## src/rtl/cover_pkg.sv

```systemverilog
// cover_pkg: shared cover-index width, index type and drain output states.
package cover_pkg;
  localparam int COVER_IDX_W = 64;
  typedef logic [COVER_IDX_W-1:0] cover_idx_t;
  typedef enum logic {EMPTY, FULL} drain_state_t;
endpackage

```

## src/rtl/cover_prio_enc.sv

```systemverilog
// cover_prio_enc: lowest-set-bit priority encoder with any-set flag.
module cover_prio_enc #(
  parameter int WIDTH = 42,
  localparam int IW = WIDTH > 1 ? $clog2(WIDTH) : 1
) (
  input  logic [WIDTH-1:0] req,
  output logic [IW-1:0]    idx,
  output logic             any
);
  always_comb begin
    idx = '0;
    for (int i = WIDTH - 1; i >= 0; i--) idx = req[i] ? IW'(i) : idx;
    any = |req;
  end
endmodule

```

## src/rtl/cover_toggle_drain.sv

```systemverilog
// cover_toggle_drain: sticky toggle-hit collector draining one absolute cover index per cycle.
module cover_toggle_drain
  import cover_pkg::*;
#(
  parameter int WIDTH       = 42,
  parameter int COVER_INDEX = 0,
  parameter int COVER_TOTAL = 10906,
  localparam int CW = $clog2(WIDTH + 1),
  localparam int IW = WIDTH > 1 ? $clog2(WIDTH) : 1
) (
  input  logic                   clock,
  input  logic                   reset,
  input  logic                   enable,
  input  logic [WIDTH-1:0]       valid,
  input  logic                   clear,
  output logic                   out_valid,
  input  logic                   out_ready,
  output logic [COVER_IDX_W-1:0] out_index,
  output logic [CW-1:0]          hit_count,
  output logic                   idle
);
  if (COVER_INDEX + WIDTH > COVER_TOTAL) begin : g_range_err
    $error("cover_toggle_drain: COVER_INDEX+WIDTH exceeds COVER_TOTAL");
  end
  logic [WIDTH-1:0] pending, issued, cap, grant;
  logic [IW-1:0] sel;
  logic any, load;
  drain_state_t state;
  cover_prio_enc #(.WIDTH(WIDTH)) u_enc (.req(pending), .idx(sel), .any(any));
  assign load = ~clear & (state == EMPTY | out_ready);
  assign cap = (enable & ~clear) ? valid & ~issued : '0;
  // a strobe on the point being loaded is masked by the grant, so it never re-arms
  assign grant = (load & any) ? WIDTH'(1) << sel : '0;
  assign out_valid = state == FULL;
  assign idle = ~|pending & ~out_valid;
  always_ff @(posedge clock or negedge reset) begin
    if (!reset) begin
      state     <= EMPTY;
      out_index <= '0;
      hit_count <= '0;
      pending   <= '0;
      issued    <= '0;
    end else if (clear) begin
      pending   <= '0;
      issued    <= '0;
      hit_count <= '0;
      if (out_ready) state <= EMPTY;
    end else begin
      pending <= (pending | cap) & ~grant;
      issued  <= issued | grant;
      if (load) state <= any ? FULL : EMPTY;
      if (load & any) begin
        out_index <= cover_idx_t'(COVER_INDEX) + cover_idx_t'(sel);
        hit_count <= hit_count + CW'(1);
      end
    end
  end
endmodule
```

## config.mk

```make
export PLATFORM = sky130hd
export DESIGN_NAME = cover_toggle_drain
export DESIGN_NICKNAME = d
export VERILOG_FILES = /design/src/rtl/cover_pkg.sv /design/src/rtl/cover_prio_enc.sv /design/src/rtl/cover_toggle_drain.sv
export SDC_FILE = /design/constraint.sdc
export NUM_CORES = 1
export LEC_CHECK = 0
export BUFFER_PORTS_ARGS = -buffer_cell sky130_fd_sc_hd__buf_4
export CAP_MARGIN = 40
export CORE_MARGIN = 3
export CORE_UTILIZATION = 50
export CTS_BUF_LIST = sky130_fd_sc_hd__clkbuf_16
export DETAILED_ROUTE_END_ITERATION = 7
export GPL_TIMING_DRIVEN = 0
export PLACE_DENSITY = 0.75
export SLEW_MARGIN = 10
export SYNTH_ARGS = -nofsm -noshare
export SYNTH_HDL_FRONTEND = slang
export SYNTH_SLANG_ARGS = --single-unit
```

## constraint.sdc

```tcl
create_clock -name clock -period 3.4 [get_ports clock]
set_input_delay 0.17 -clock clock [delete_from_list [all_inputs] [get_ports clock]]
set_output_delay 0.17 -clock clock [all_outputs]
set_load 0.01 [all_outputs]
```

==> results.yml, run 1 <==
clock_tree:
  cts_htree_levels: 3
  post_cts_resized: 0
  numCtsBuffers: 9
  cts_root_buf: "clkbuf_16"
  clk_path_buf_depth: 2
  clk_latency_ns: 0.34
  postCtsSetupRepairBufs: 0
  clkSinkCount: 97
  cts_tree: "done"
  cts.clk_slew.worst_paths_ns: 0.07
critical_path:
  start_kind: "flop"
  arrival_ns: 3.23
  crit_slowest_cell: "nor2_1"
  cpPeakStageDelay_ns: 0.69
  crit_chain: "clkbuf_1 -> or4_1 -> nor4_4 -> nand4b_1 -> nor2_1 -> or3_1 -> o21ai_0"
  end_kind: "flop"
  cp-startpoint: "pending[0]"
  critPathKind: "flop to flop"
  r2r-start: "pending[0]"
  cp.required_ns: 3.59
  path_max_fanout: 10
  crit_buf_inv: 1
  critPathTopFamily: "simple AND/OR/NAND/NOR gates"
global_route:
  grt_pass1_vias: 4507
  grt_pass1_wl_um: 24300
  antenna_found_initial: 0
  grt_usage_pct: 26.9
  grt_overflow: 0
  grt_max_degree: 52
synthesis:
  yosys.area.top_type: "dfrtp_1"
  ys_top_cells_by_count: "97 x dfrtp_1, 59 x buf_4, 46 x inv_1, 44 x a31oi_1, 39 x nor2_1"
  syn_inst: 545
  synthesis.area_mm2: 0.00526
  ys.flop_type: "dfrtp_1"
  synth.most_common_cell: "dfrtp_1"
  synth_area_leaders: "dfrtp_1 46%, buf_4 8.4%, a31oi_1 5.2%"
  synth.distinct_cells: 59
  syn_area_per_cell_um2: 9.65
  synth_top_area_share_pct: 46.2
  ys_seq_area_share_pct: 46.2
  yosys_warnings: 0
  synthArstFlopShare_pct: 100
  synth-edff-count: 0
  synth_seq_cells: 97
layout:
  antennaDiodeCount: 0
  area_growth_pct: 22.1
  drive_gt1_share_pct: 22.2
  num-nets-final: 724
  stdcell_count: 813
sta:
  finalClockSkew_ns: 0.00533
  fmax_mhz: 329
  worstMarginPinSlew_ns: 0.881
  setup_viol: 0
  drv_slew: 0
  hold_violations: 0
  fin_hold_ws_ns: 0.182
  fin_crit_ns: 3.04
  rsz0062_at_grt: "no"
  fin_crit_sh_pct: 89.3
  maxSlewHeadroom_pct: 40.6
  tns_ns: 0
floorplanning:
  dieArea_mm2: 0.0118
  design.portCount: 119
  die_w_um: 109
  dieHeight_um: 109
  std_cell_rows: 36
  core_mm2: 0.0100
  start_util_pct: 52.6
flow_run:
  drv_cap: 0
route:
  drc: 0
  totalWireLength_um: 15500
  ant_nets: 0
  wl_per_cell_um: 19.1
  viasPerCell: 5.92
  dr_total_vias: 4814
  first_pass_iters: 6
  drtIter0Drc: 401
pwr:
  total_power_mw: 3.12
  power_density_mw_per_mm2: 486
  vdd_drop_max_mv: 0.262
  p_leak_nw: 2.89
min_path:
  min_path_type: "primary input to flop"
  worstHoldStart: "valid[39]"
placement:
  placed_cells: 797
  dp_hpwl_um: 11300
  gp_congestion: 0.949
  portBuffers: 58
status:
  status: "finished, final reports clean"
==> state kept, by name, summed over array words and instances, names as in the netlist <==
register   flops
pending       42
issued        42
out_index      6
out_valid      1
hit_count      6
==> path summary, 6_finish.rpt <==
check                           slack, ns  depth (start not counted)           end
worst max-delay path                 0.36                          7   pending[33]
worst min-delay path                 0.18                          3   pending[39]
worst max register to register       0.36                          7   pending[33]
worst min register to register       0.48                          2  out_index[5]
max in group asynchronous            2.34                          3    pending[0]
min in group asynchronous            0.39                          2   pending[29]
==> repair_timing <==
| item | CTS | global route |
|---|---|---|
| hold buffers | 1 | 0 |
| endpoints found under the hold margin | 46 | 0 |
| endpoints found under the setup margin | 0 | 0 |
==> worst reg2reg max path, cell delays in order, from the launching register on <==
cell and delay, ns:
dfrtp_1 0.35, clkbuf_1 0.26, or4_1 0.58, nor4_4 0.40
nand4b_1 0.31, nor2_1 0.69, or3_1 0.21, o21ai_0 0.10
==> cells by family after synthesis <==
| group | share of synthesized area (%) |
|---|---|
| AO/OA/AOI/OAI | 25.4 |
| XOR/XNOR | 0.833 |
| adder cells (fa/ha/maj) | 0.238 |
| buffers and inverters | 13.8 |
| flip-flops | 46.2 |
| other | 0.0713 |
| AND/OR/NAND/NOR | 13.6 |
==> per-layer routing <==
layer,track usage [%],routed length [um],part of all wire (%)
met1,38.1,6500,42
met2,41.2,6960,45
met3,4.12,1570,10
met5,0,0,0
met4,10.9,495,3.2
==> cells in the final DEF (no fill, tap or decap), types with 5 or more instances in the layout <==
| cell | netlist | layout |
|---|---|---|
| o31ai_1 | 5 | 5 |
| clkbuf_1 | 23 | 23 |
| nor2_1 | 39 | 39 |
| a22o_1 | 6 | 6 |
| o211ai_1 | 5 | 5 |
| buf_4 | 59 | 119 |
| o22ai_1 | 5 | 5 |
| a311oi_1 | 20 | 20 |
| nand2_1 | 26 | 26 |
| nand4_1 | 5 | 5 |
| a21oi_1 | 14 | 14 |
| conb_1 | 1 | 58 |
| o32ai_1 | 22 | 22 |
| nor4_1 | 9 | 9 |
| or3_1 | 10 | 10 |
| nor3_1 | 7 | 7 |
| inv_1 | 46 | 47 |
| xor2_1 | 5 | 5 |
| or4_1 | 7 | 7 |
| a31oi_1 | 44 | 44 |
| clkbuf_16 | 0 | 9 |
| a211oi_1 | 15 | 15 |
| o31a_1 | 7 | 7 |
| nand3_1 | 5 | 5 |
| dfrtp_1 | 97 | 97 |
| o21ai_0 | 14 | 14 |
==> cell type report <==
type | instances | area (um^2)
Buffer | 85 | 551
Clock buffer | 9 | 225
Clock inverter | 6 | 61.3
Fill cell | 884 | 3580
Inverter | 46 | 173
Multi-Input combinational cell | 374 | 2320
Sequential cell | 97 | 2430
Tap cell | 133 | 166
Timing Repair Buffer | 63 | 493
==> power by group <==
| part | total (mW) | internal [mW] | switching, mW |
|---|---|---|---|
| Combinational | 0.818 | 0.289 | 0.529 |
| Sequential | 1.30 | 1.22 | 0.0792 |
| Clock | 1.00 | 0.562 | 0.438 |
==> stage by stage <==
| stage | setup WS (ns) | area [um^2] | utilization [%] |
|---|---|---|---|
| floorplan | 0.998 | 5470 | - |
| CTS | 0.460 | 6420 | 64.2 |
| finish | 0.364 | 6420 | 64.2 |
| global route | 0.208 | 6420 | 64.2 |
| detailed placement | 0.482 | 6120 | 61.2 |
| global placement | 0.388 | 6070 | 60.7 |
(Power assumes the default switching activity.)
==> inputs of run 2 (changes only) <==
ABC_AREA = 1   (was unset)
==> run 2 against run 1 <==
Compared with the run above: the flow now finishes with violations (setup timing); total power increased by 2.7%; clock-buffer cell count unchanged; sequential share of layout area decreased by 2.3 points; critical endpoint is now issued[38]; clock power increased by 4%; highest routed layer unchanged; sequential power about the same; non-clock buffer count increased by 2; critical path type unchanged.
==> results.yml, run 2 <==
route:
  viasPerCell: 5.29
  dr_total_vias: 4881
  drc: 0
  totalWireLength_um: 15000
  drtIter0Drc: 283
  first_pass_iters: 5
  ant_nets: 0
  wl_per_cell_um: 16.2
global_route:
  grt_usage_pct: 25.2
  grt_pass1_wl_um: 22800
  grt_max_degree: 61
  grt_pass1_vias: 4532
  antenna_found_initial: 0
  grt_overflow: 0
layout:
  drive_gt1_share_pct: 28.9
  area_growth_pct: 29.1
  layout_common_cells: "124 x buf_4, 109 x inv_1, 97 x dfrtp_1"
  layout_commonest_cell: "buf_4"
  num-nets-final: 833
  antennaDiodeCount: 0
  final_core_util_pct: 67.9
  reg_top3: "issued: 42 flops, pending: 42 flops"
pwr:
  power_density_mw_per_mm2: 470
  vdd_drop_max_mv: 0.255
  power_frac_comb_pct: 27.3
  clkPwrFrac_pct: 32.3
  power.switching_mw: 1.08
  p_int_mw: 2.12
  p_leak_nw: 3.29
  swShare_pct: 33.8
  total_power_mw: 3.21
  p_seq_share_pct: 40.4
synthesis:
  synthArstFlopShare_pct: 100
  ys_top_cells_by_count: "112 x inv_1, 97 x dfrtp_1, 85 x nand2_1, 64 x a21oi_1, 59 x buf_4"
  yosys.area.top_type: "dfrtp_1"
  synth.distinct_cells: 37
  synth_seq_cells: 97
  synth.most_common_cell: "inv_1"
  yosys_warnings: 0
  synth_top_area_share_pct: 45.9
  synth-edff-count: 0
  synth_area_leaders: "dfrtp_1 46%, buf_4 8.4%, inv_1 8.0%"
  ys.flop_type: "dfrtp_1"
  syn_inst: 647
  syn_area_per_cell_um2: 8.17
  synthesis.area_mm2: 0.00529
  ys_seq_area_share_pct: 45.9
flow_run:
  drv_cap: 0
min_path:
  min_path_type: "primary input to flop"
  worstHoldStart: "out_ready"
sta:
  maxSlewHeadroom_pct: 42.9
  rsz0062_at_grt: "yes"
  finalClockSkew_ns: 0.0113
  tns_ns: -2.05
  fmax_mhz: 282
  hold_violations: 0
  fin_crit_ns: 3.54
  layout_setup_ws_ns: -0.143
  worstMarginPinSlew_ns: 0.848
  fin_crit_sh_pct: 104
  setup_viol: 38
  drv_slew: 0
clock_tree:
  clk_path_buf_depth: 2
  cts_tree: "done"
  cts.clk_slew.worst_paths_ns: 0.07
  cts_htree_levels: 3
  clk_latency_ns: 0.35
  cts_root_buf: "clkbuf_16"
  numCtsBuffers: 9
  clkSinkCount: 97
critical_path:
  r2r-start: "pending[39]"
  end_kind: "flop"
  start_kind: "flop"
  cp.required_ns: 3.67
  cpPeakStageDelay_ns: 0.43
  r2r_slack_ns: -0.14
  cp-startpoint: "pending[39]"
  crit_chain: "nor2_1 -> clkinv_1 -> a311oi_1 -> o311ai_0 -> nand3_1 -> nand3_1 -> nand3_1 -> nand3_1 -> nand3_1 -> nand3_1 -> nand3_1 -> nand3_1 -> nand3_1 -> nand3_1 -> nand3_1 -> nand3_1 -> nand2_1 -> nand3_1 -> nand3_2 -> inv_2 -> nand3_2 -> nor3_4 -> nand2_1 -> a21oi_1"
  path_max_fanout: 7
  crit_path_frequent_cell: "nand3_1"
  arrival_ns: 3.81
  crit_slowest_cell: "o311ai_0"
  critPathKind: "flop to flop"
floorplanning:
  std_cell_rows: 36
  core_mm2: 0.0100
  die_w_um: 109
  dieHeight_um: 109
  dieArea_mm2: 0.0118
  design.portCount: 119
  start_util_pct: 52.6
status:
  violations: "setup timing"
  status: "finished with violations"
placement:
  gp_congestion: 0.881
  dp_hpwl_um: 10700
  pre_cts_ws_ns: -0.116
  portBuffers: 59
[run 2: changes by cell type in the layout (fill, tap and decap cells not counted), sizes merged, moves of 22 or more]
cell,previous run,this run
a21oi,16,67
nand2,26,89
nand3,5,54
a32oi,0,31
inv,47,116
o32ai,22,0
a31oi,44,8
[run 2: cell families after synthesis]
group	Yosys count	synth area share, %
XOR/XNOR	1	0.166
AND/OR/NAND/NOR	221	20.2
AO/OA/AOI/OAI	128	15.2
buffers and inverters	198	18.3
flip-flops	97	45.9
adder cells (fa/ha/maj)	1	0.237
other	1	0.0709
[run 2: final cells by class]
cell class | instances | area, um^2
Tap cell | 133 | 166
Sequential cell | 97 | 2430
Timing Repair Buffer | 70 | 557
Clock buffer | 9 | 225
Clock inverter | 7 | 77.6
Inverter | 118 | 447
Fill cell | 842 | 3220
Buffer | 80 | 529
Multi-Input combinational cell | 409 | 2400
[run 2: power groups by stage]
stage | logic [mW] | registers [mW] | clock network [mW]
2_1_floorplan | 0.473 | 1.31 | 0
3_3_place_gp | 0.697 | 1.31 | 0
3_5_place_dp | 0.715 | 1.31 | 0
4_1_cts | 0.757 | 1.29 | 1.05
5_1_grt | 0.951 | 1.30 | 1.10
6_report | 0.876 | 1.30 | 1.04
[run 2: per-layer routing]
layer  routed length [um]  global-route usage (%)
met1                 6120                    34.6
met5                    0                       0
met3                 1260                    3.61
met2                 7220                    41.2
met4                  375                    8.75
[run 2: worst max-delay path, delay by kind of cell, from the launching register on]
| family | cells | cell delay (ns) |
|---|---|---|
| buffers and inverters | 2 | 0.30 |
| AND/OR/NAND/NOR | 19 | 2.10 |
| flip-flops | 1 | 0.39 |
| AO/OA/AOI/OAI | 3 | 0.65 |
[run 2: final timing paths]
path	endpoint	depth (start not counted)
worst min-delay path	out_valid	4
worst min register to register	out_index[4]	2
min in group asynchronous	pending[18]	2
worst max-delay path	issued[38]	24
worst max register to register	issued[38]	24
max in group asynchronous	issued[38]	3
[run 2: what timing repair did]
item,4_1_cts,5_1_grt
setup buffers,1,8
gates resized for setup,14,63
endpoints found under the setup margin,35,85
hold buffers,1,0
pin swaps,1,12
endpoints found under the hold margin,59,0
[run 2: stage by stage]
step	cells	hold slack [ns]	area (um^2)
floorplan	704	-0.126	5500
global placement	896	0.433	6110
detailed placement	897	0.296	6130
CTS	915	0.0728	6530
global route	923	0.100	6830
finish	923	0.0706	6830
==> inputs of run 3 (changes only) <==
CORE_ASPECT_RATIO = 1.5   (was unset)
==> run 3 against run 2 <==
Compared with the run above: the flow still finishes with violations (setup timing); wire length is 4.0% higher; worst hold slack gained 0.0042 ns; sequential share of layout area down 1.0 points; cell area rose by 3.0%; combinational power rose by 9.4%; clock-buffer cell count did not move; via count rose by 3.1%; clock skew is essentially flat; critical path depth shrank 14; core utilization increased by 0.66 points.
==> results.yml, run 3 (same netlist as run 2, synthesis figures left out) <==
critical_path:
  crit_slowest_cell: "nor2_2"
  arrival_ns: 3.87
  crit_chain: "nor4_1 -> nand2_1 -> o21ai_0 -> a21oi_1 -> nor2_2 -> clkinvlp_4 -> nor2_4 -> buf_4 -> nand3_2 -> a21oi_1"
  critPathKind: "flop to flop"
  path_max_fanout: 10
  cpPeakStageDelay_ns: 0.70
  cp.required_ns: 3.67
  start_kind: "flop"
  end_kind: "flop"
  crit_path_frequent_cell: "a21oi_1"
global_route:
  grt_overflow: 0
  grt_pass1_vias: 4863
  grt_max_degree: 54
  grt_usage_pct: 24.8
  antenna_found_initial: 0
  grt_pass1_wl_um: 23500
sta:
  worstMarginPinSlew_ns: 0.911
  fmax_mhz: 278
  rsz0062_at_grt: "yes"
  fin_crit_ns: 3.60
  setup_viol: 60
  tns_ns: -4.54
  maxSlewHeadroom_pct: 39.2
  finalClockSkew_ns: 0.0117
  hold_violations: 0
  fin_crit_sh_pct: 106
  layout_setup_ws_ns: -0.196
  drv_slew: 0
placement:
  placed_cells: 905
  placed_area_mm2: 0.00615
  portBuffers: 59
  dp_hpwl_um: 10900
  gp_congestion: 0.933
  pre_cts_ws_ns: -0.287
pwr:
  vdd_drop_max_mv: 0.350
  total_power_mw: 3.24
  power_density_mw_per_mm2: 461
  p_leak_nw: 3.38
floorplanning:
  std_cell_rows: 45
  die_w_um: 90.0
  core_mm2: 0.0102
  dieHeight_um: 132
  dieArea_mm2: 0.0119
  start_util_pct: 51.6
  design.portCount: 119
route:
  drc: 0
  ant_nets: 0
  first_pass_iters: 5
  dr_total_vias: 5030
  totalWireLength_um: 15600
  drtIter0Drc: 393
  wl_per_cell_um: 16.5
  viasPerCell: 5.33
layout:
  antennaDiodeCount: 0
  seq_area_mm2: 0.00243
  drive_gt1_share_pct: 31.3
  final_area_mm2: 0.00703
  reg_top3: "issued: 42 flops, pending: 42 flops"
  num-nets-final: 845
  area_growth_pct: 33.0
  layout_common_cells: "131 x buf_4, 107 x inv_1, 97 x dfrtp_1"
  multi_input_area_mm2: 0.00247
  stdcell_count: 943
  nFillCells: 806
  layout_commonest_cell: "buf_4"
status:
  violations: "setup timing"
  status: "finished with violations"
clock_tree:
  clk_latency_ns: 0.36
  cts_htree_levels: 3
  cts_root_buf: "clkbuf_16"
  clkSinkCount: 97
  clk_path_buf_depth: 2
  cts.clk_slew.worst_paths_ns: 0.08
  numCtsBuffers: 9
  cts_tree: "done"
min_path:
  min_path_type: "primary input to flop"
flow_run:
  drv_cap: 0
==> run 3: changes by cell type in the layout (fill, tap and decap cells not counted), moves of 5 or more <==
cell	delta
a21oi_1	-6
buf_4	+7
nor3_1	-5
nand2_2	-5
a21oi_2	+6
==> run 3: area by class of cell <==
| type | instances | area share (%) |
|---|---|---|
| multi-input cells | 409 | 35.2 |
| flip-flops and latches | 97 | 34.5 |
| repair buffers | 82 | 9.70 |
| plain buffers | 80 | 7.51 |
| inverters | 118 | 6.46 |
| clock buffers | 9 | 3.20 |
| well taps | 141 | 2.51 |
| clock inverters | 7 | 0.890 |
==> run 3: power by group <==
group	total (mW)	switching, mW	leakage, nW	internal [mW]
Clock	0.988	0.478	0.139	0.510
Combinational	0.958	0.592	1.94	0.366
Sequential	1.30	0.0690	1.31	1.23
==> run 3: routing by layer <==
layer | vias up | global-route usage [%] | wire [um]
met5 | - | 0 | 0
met4 | 0 | 16.8 | 858
met3 | 56 | 4.68 | 1090
met2 | 265 | 42.8 | 7890
met1 | 2385 | 27.7 | 5730
li1 | 2324 | - | -
==> run 3: final timing paths <==
kind                                   start            to  slack, ns  depth (start not counted)
worst max-delay path             pending[32]    issued[41]      -0.20                         10
worst min-delay path               out_ready     out_valid       0.07                          4
worst max register to register   pending[32]    issued[41]      -0.20                         10
worst min register to register  out_index[4]  out_index[4]       0.50                          2
max in group asynchronous              reset    issued[36]       2.36                          3
min in group asynchronous              reset    pending[5]       0.36                          2
==> run 3: repair_timing <==
| action | in CTS | in global routing |
|---|---|---|
| endpoints found under the hold margin | 44 | 0 |
| setup endpoints to repair | 40 | 86 |
| buffers inserted | 3 | 18 |
| hold buffers | 1 | 0 |
| pin swaps | 6 | 18 |
| resized for setup | 26 | 70 |
==> run 3: worst max-delay path, delay by kind of cell (launching register included) <==
family	cells	cell delay [ns]
and+or+nand+nor	5	1.80
buffers and inverters	2	0.78
AOI/OAI and AO/OA	3	0.48
DFF	1	0.43
==> run 3: stage by stage <==
step | util, % | hold slack [ns]
floorplan | - | -0.126
global placement | 59.7 | 0.432
detailed placement | 60.0 | 0.221
CTS | 64.4 | 0.0696
global route | 68.6 | 0.104
finish | 68.6 | 0.0748
